`src/rtl/id_ex_stage.sv`:
```
// ID/EX pipeline register with operand bypass muxes, load-use hazard detection
// and a saturating count of the bubbles inserted for load-use hazards.
module id_ex_stage #(
    parameter int DATA_W = 32,
    parameter int CNT_W  = 16
) (
    input  logic              clk,
    input  logic              rst,
    input  logic              stall,
    input  logic              flush,
    input  logic              idValid,
    input  logic [DATA_W-1:0] idRsData,
    input  logic [DATA_W-1:0] idRtData,
    input  logic [DATA_W-1:0] idImm,
    input  logic [4:0]        idRs,
    input  logic [4:0]        idRt,
    input  logic [4:0]        idRd,
    input  logic [1:0]        idAluCtrl,
    input  logic              idAluSrcImm,
    input  logic              idRegWrite,
    input  logic              idMemRead,
    input  logic              idMemWrite,
    input  logic              memFwdEn,
    input  logic [4:0]        memFwdReg,
    input  logic [DATA_W-1:0] memFwdData,
    input  logic              wbFwdEn,
    input  logic [4:0]        wbFwdReg,
    input  logic [DATA_W-1:0] wbFwdData,
    output logic [DATA_W-1:0] aluSrcA,
    output logic [DATA_W-1:0] aluSrcB,
    output logic [1:0]        ctrl,
    output logic              exValid,
    output logic              exRegWrite,
    output logic              exMemRead,
    output logic              exMemWrite,
    output logic [4:0]        exRd,
    output logic [DATA_W-1:0] exStoreData,
    output logic              loadUseHazard,
    output logic [CNT_W-1:0]  bubbleCount
);

    logic [DATA_W-1:0] exRsData;
    logic [DATA_W-1:0] exRtData;
    logic [DATA_W-1:0] exImm;
    logic [4:0]        exRs;
    logic [4:0]        exRt;
    logic [1:0]        exAluCtrl;
    logic              exAluSrcImm;
    logic [DATA_W-1:0] fwdA;
    logic [DATA_W-1:0] fwdB;

    // A load in EX whose destination is read by the instruction in ID must wait a cycle.
    assign loadUseHazard = exValid & exMemRead & (exRd != 5'd0) & idValid &
                           ((idRs == exRd) | (idRt == exRd));

    always_ff @(posedge clk) begin
        if (rst) begin
            exValid     <= 1'b0;
            exRsData    <= '0;
            exRtData    <= '0;
            exImm       <= '0;
            exRs        <= 5'd0;
            exRt        <= 5'd0;
            exRd        <= 5'd0;
            exAluCtrl   <= 2'd0;
            exAluSrcImm <= 1'b0;
            exRegWrite  <= 1'b0;
            exMemRead   <= 1'b0;
            exMemWrite  <= 1'b0;
            bubbleCount <= '0;
        end else if (flush) begin
            exValid    <= 1'b0;
            exRegWrite <= 1'b0;
            exMemRead  <= 1'b0;
            exMemWrite <= 1'b0;
        end else if (!stall) begin
            if (loadUseHazard) begin
                // Data fields are left as they are; only the bubble's control is cleared.
                exValid    <= 1'b0;
                exRegWrite <= 1'b0;
                exMemRead  <= 1'b0;
                exMemWrite <= 1'b0;
                if (bubbleCount != {CNT_W{1'b1}})
                    bubbleCount <= bubbleCount + CNT_W'(1);
            end else begin
                exValid     <= idValid;
                exRsData    <= idRsData;
                exRtData    <= idRtData;
                exImm       <= idImm;
                exRs        <= idRs;
                exRt        <= idRt;
                exRd        <= idRd;
                exAluCtrl   <= idAluCtrl;
                exAluSrcImm <= idAluSrcImm;
                exRegWrite  <= idRegWrite & idValid;
                exMemRead   <= idMemRead & idValid;
                exMemWrite  <= idMemWrite & idValid;
            end
        end
    end

    // The younger result (EX/MEM) wins over MEM/WB; register 0 is never bypassed.
    always_comb begin
        fwdA = exRsData;
        if (memFwdEn && (memFwdReg == exRs) && (exRs != 5'd0))
            fwdA = memFwdData;
        else if (wbFwdEn && (wbFwdReg == exRs) && (exRs != 5'd0))
            fwdA = wbFwdData;
    end

    always_comb begin
        fwdB = exRtData;
        if (memFwdEn && (memFwdReg == exRt) && (exRt != 5'd0))
            fwdB = memFwdData;
        else if (wbFwdEn && (wbFwdReg == exRt) && (exRt != 5'd0))
            fwdB = wbFwdData;
    end

    assign aluSrcA     = fwdA;
    assign aluSrcB     = exAluSrcImm ? exImm : fwdB;
    assign exStoreData = fwdB;
    assign ctrl        = exAluCtrl;

endmodule

```
`config.mk`:
```
export PLATFORM = sky130hd
export DESIGN_NAME = id_ex_stage
export DESIGN_NICKNAME = d
export VERILOG_FILES = /design/src/rtl/id_ex_stage.sv
export SDC_FILE = /design/constraint.sdc
export NUM_CORES = 1
export LEC_CHECK = 0
export ABC_AREA = 1
export BUFFER_PORTS_ARGS = -buffer_cell sky130_fd_sc_hd__buf_2
export CAP_MARGIN = 20
export CORE_MARGIN = 2
export CORE_UTILIZATION = 37
export CTS_BUF_LIST = sky130_fd_sc_hd__clkbuf_8 sky130_fd_sc_hd__clkbuf_16
export DETAILED_ROUTE_END_ITERATION = 10
export GPL_TIMING_DRIVEN = 0
export PLACE_DENSITY = 0.62
export SYNTH_ARGS = -nofsm -noshare
export SYNTH_HDL_FRONTEND = slang
export SYNTH_SLANG_ARGS = --single-unit
```
`constraint.sdc`:
```
create_clock -name clk -period 1.8 [get_ports clk]
set_clock_uncertainty 0.05 [all_clocks]
set_input_delay 0.18 -clock clk [delete_from_list [all_inputs] [get_ports clk]]
set_output_delay 0.18 -clock clk [all_outputs]
set_load 0.02 [all_outputs]
```
== Word-level counts from Yosys, hierarchy flattened ==
Cells that the tools add are included.
Word-level totals
  register bits after elaboration: 134
  bits of input ports: 198
  output and inout bits: 124
  logic and storage cells: 55
Cells by class
  add/sub/neg operators: 1
  eq/ne operators: 7
  mux-type cells: 9
  bitwise operators: 11
  reduce and logical (&&, ||, !) cells: 14
Operators with widths (count)
  $mux W32: 5
  $eq A5 B5 Y1: 6
  $add A16 B1 Y16 const B: 1
  $ne A16 B16 Y1 const B: 1
  $reduce_bool A5 Y1: 3
  $logic_and A1 B1 Y1: 8
  $and A1 B1 Y1: 7
  $mux W1: 4
  $reduce_and A4 Y1: 1
  $not A1 Y1: 3
  $reduce_and A3 Y1: 1
  $reduce_or A2 Y1: 1
  $or A1 B1 Y1: 1

== Logic depth before layout (Yosys ltp) ==
  depth in word-level cells: 6
  depth in mapped cells: 13
  mapped depth without buffers: 11

== Worst setup path after synthesis ==
No wires, ideal clock.
  path kind: register to output
  from: reg exRs[4]
  to: out aluSrcA[0]
  data arrival time: 1.549 ns
  required time: 1.570 ns
  slack: 0.021 ns
  cell stages (with the launch flop): 7
  path buffers: 1
  cells stage by stage: dfxtp_1 -> xnor2_1 -> nand3_1 -> nor3_1 -> nand2_1 -> buf_2 -> o21ai_0
On the way
  longest elaborated chain between the ends: 5
  elaborated cells between the ends (all ways): 9
  classes of those cells: 2 x eq/ne; 2 x mux; 5 x reduce/logical
Ends and longest elaborated chain
  from (decl): RTL line 45  | logic [4:0] exRs;
  from (signal assigned): RTL line 90  | exRs <= idRs;
  $eq A5 B5 Y1: RTL line 107  | else if (wbFwdEn && (wbFwdReg == exRs) && (exRs != 5'd0))
  $logic_and A1 B1 Y1 (2 in a row): RTL line 107
  $mux W32: RTL line 107
  $mux W32 *: RTL line 105  | if (memFwdEn && (memFwdReg == exRs) && (exRs != 5'd0))
  to (decl): RTL line 29  | output logic [DATA_W-1:0] aluSrcA,
Every way passes the cells marked *; elsewhere a longest branch is shown, timed or not.

== Final worst setup path ==
  from: reg exRt[2]
  to: out exStoreData[23]
On the way
  longest elaborated chain between the ends: 5
  elaborated cells between the ends (all ways): 9
  classes of those cells: 2 x eq/ne; 2 x mux; 5 x reduce/logical
Ends and longest elaborated chain
  from (decl): RTL line 46  | logic [4:0] exRt;
  from (signal assigned): RTL line 91  | exRt <= idRt;
  $eq A5 B5 Y1: RTL line 115  | else if (wbFwdEn && (wbFwdReg == exRt) && (exRt != 5'd0))
  $logic_and A1 B1 Y1 (2 in a row): RTL line 115
  $mux W32: RTL line 115
  $mux W32 *: RTL line 113  | if (memFwdEn && (memFwdReg == exRt) && (exRt != 5'd0))
  to (decl): RTL line 37  | output logic [DATA_W-1:0] exStoreData,
Marked as above.

==> results.yml <==
finish:
  final_common_cell: "buf_2"
  final_net_count: 1967
  drive_above_1_share: 0.4511
  fin_util: 0.7042
  syn_to_final_growth_pct: 86.60
  final_cell_area_um2: 14800
  layout_common_cells: "buf_2 (235), nor2_1 (202), nand2_1 (160)"
yosys:
  muxShareOfSynthArea: 0
  synth-compound-area-share: 0.1055
  synth-edff-count: 0
  syn_area_per_cell_um2: 6.237
  synth_seq_area_share: 0.3381
  synth_top_family_by_area: "simple AND/OR/NAND/NOR gates"
  synthAdderAreaFrac: 0.001577
  syn-num-nets: 1471
  ys_ff_latch: 134
  synthSimpleGateAreaFrac: 0.4234
  synth_xor_area_frac: 0.01325
  async_reset_ff_frac: 0
  yosysWarnings: 0
  synth_cells: 1272
  ys_types: 31
  synth_area_um2: 7934
  synthFlopType: "dfxtp_1"
route:
  drt-total-wl_mm: 38.22
  num_vias: 10696
  avgViaCountPerCell: 5.185
  wl_met1_mm: 14.61
  wl_per_cell_um: 18.53
  drt-pass1-iter-count: 5
  top_layer: "met4"
  drtAntennaViolNets: 0
  drt_iter0_markers: 607
  met2_length_mm: 18.67
  drc: 0
  dr_wl_met3_mm: 3.079
grt:
  grt_max_degree: 17
  grt_pass1_vias: 9840
  grt_pass1_wl_mm: 51.14
  antenna_found_initial: 5
  grt_util_all_layers: 0.2929
  overflow: 0
clock_network:
  cts_tree: "done"
  cts_root_buf: "clkbuf_16"
  htree_levels: 4
  numClockSinks: 134
  clk_latency_ps: 430
  clk_pin_slew_ps: 60
  clockBufferDepth: 2
  cts_buffers: 17
min_path:
  hold_path_class: "in -> reg"
  min_to: "exRsData[2]"
  hold_depth: 3
  min_from: "idRsData[2]"
placement:
  port_buffers: 321
  place_congestion: 0.8945
  placed_area_um2: 9884
  dp_hpwl_mm: 24.08
  dpl_worst_slack_ps: -836.1
worst_setup_path:
  slowest_delay_ps: 360
  worstSetupPathType: "reg -> out"
  crit_chain: "nor2_4 -> nand2_2 -> nor3_4 -> nor2_2 -> nand2_4 -> buf_12 -> buf_12 -> nand3_4 -> and2_1 -> buf_4"
  worst_setup_path_start_kind: "flip-flop"
  critPathTopFamily: "simple AND/OR/NAND/NOR gates"
  reg2reg_slack_ps: -30
  r2r_end: "exImm[26]"
  crit_path_frequent_cell: "buf_12"
  cp_slowest_cell: "dfxtp_4"
  cp_max_fo: 5
  reg2reg_depth: 12
  timing.rr.start: "exRd[3]"
  path_buf_inv: 3
  critPathArrivalTime_ps: 2260
  cp.required_ps: 1570
  end_kind: "output port"
sta:
  max_slew.worst_pin.slew_ps: 727.2
  whs_ps: -1.468
  fin_crit_ps: 2487
  timing.final.max_slew_violations: 0
  layout_setup_ws_ps: -686.6
  max_freq_mhz: 402.2
  slew_headroom: 0.5152
  finalSetupViolCount: 97
  rsz0062_at_grt: "yes"
  final-hold-violation-count: 1
  fin_crit_sh: 1.381
die:
  die_h_um: 150.4
  die_w_um: 150.4
  ios: 322
  rows: 53
  core_um2: 21020
  initial_core_util: 0.3774
  dieArea_um2: 22630
pwr:
  vdd_ir_drop_max_v: 0.0006239
  power.total_mw: 10.02
  power.leakage_nw: 7.052
  pwr_density_cell_nw_per_um2: 677.0
outcome:
  violations: "hold timing, setup timing"
  status: "complete, but fails checks"
run:
  cap_violations: 0
[what timing repair did]
action | in CTS | in global routing
gates resized for setup | 347 | 330
buffers inserted | 24 | 7
setup endpoints to repair | 224 | 226
hold endpoints to repair | 101 | 0
gates cloned | 7 | 17
pin swaps | 31 | 78
hold buffers | 104 | 0
[worst reg2reg max path, stage by stage, from the launching register on]
cell and delay, ps:
dfxtp_4 360, inv_1 90, nand2_1 50, nand2_1 60, nor2_2 40, nand3_2 90
nand2_4 70, nand2_8 100, nand2_8 110, clkbuf_16 210, clkbuf_16 160, o21ai_0 240
nor2_1 80
[registers in the layout, summed over array words and instances, names as in the netlist]
register,flops
exImm,32
exRsData,32
exRtData,32
bubbleCount,16
exRd,5
exRs,5
exRt,5
ctrl,2
exAluSrcImm,1
exMemRead,1
exMemWrite,1
exRegWrite,1
exValid,1
[per-stage QoR]
step	TNS, ps	hold slack, ps	instances
after floorplan	0	201.6	1272
after global routing	-70060	5.197	2060
after detailed placement	-85850	330.0	1868
final	-56480	-1.468	2063
after global placement	-81260	322.8	1868
after CTS	-52300	0.9552	2032
[power by group]
group / leakage (nW) / switching [mW] / internal (mW)
sequential: 1.11 / 0.157 / 3.14
combinational: 5.64 / 1.55 / 1.40
clock: 0.302 / 1.43 / 2.34
[layer usage]
layer	global-route usage	up-vias
met3	0.06667	142
met4	0.1066	0
met1	0.3563	4953
met2	0.5045	536
li1	-	5065
met5	0	-
[cells in the mapped netlist (10+ instances only)]
cell type | number | area (um^2)
o21ai_1 | 35 | 175.2
o21ai_0 | 112 | 560.5
nand3_1 | 182 | 910.9
buf_2 | 29 | 145.1
clkbuf_1 | 26 | 97.59
buf_6 | 14 | 157.7
and2_1 | 32 | 200.2
nor2_1 | 210 | 788.3
inv_1 | 129 | 484.2
dfxtp_1 | 134 | 2683
nand2_1 | 236 | 885.9
a21oi_1 | 15 | 75.07
nor2_2 | 60 | 375.4
nand4_1 | 10 | 62.56
[final cells by class]
cell class | count | area (um^2)
Sequential cell | 134 | 2724
Tap cell | 275 | 344.1
Clock buffer | 18 | 439.2
Clock inverter | 13 | 181.4
Inverter | 134 | 525.5
Antenna cell | 8 | 20.02
Timing Repair Buffer | 477 | 3968
Multi-Input combinational cell | 928 | 5809
Fill cell | 1662 | 6217
Buffer | 76 | 793.3
[logic make-up after synthesis]
logic type / Yosys count
simple gates: 748
compound gates: 166
xor+xnor: 12
fa+ha+maj: 1
flops: 134
buf+inv: 211
[how the worst max path moves through the flow]
stage	from	to	cells after the start
final	exRt[2]	exStoreData[23]	10
after global routing	exRt[2]	aluSrcB[29]	12
after CTS	exRt[1]	aluSrcB[29]	12
after detailed placement	exRt[4]	aluSrcB[29]	10
after global placement	exRt[4]	aluSrcB[29]	10
after floorplan	exRs[4]	aluSrcA[0]	6
Note: power is estimated with default switching activity, not from simulation.
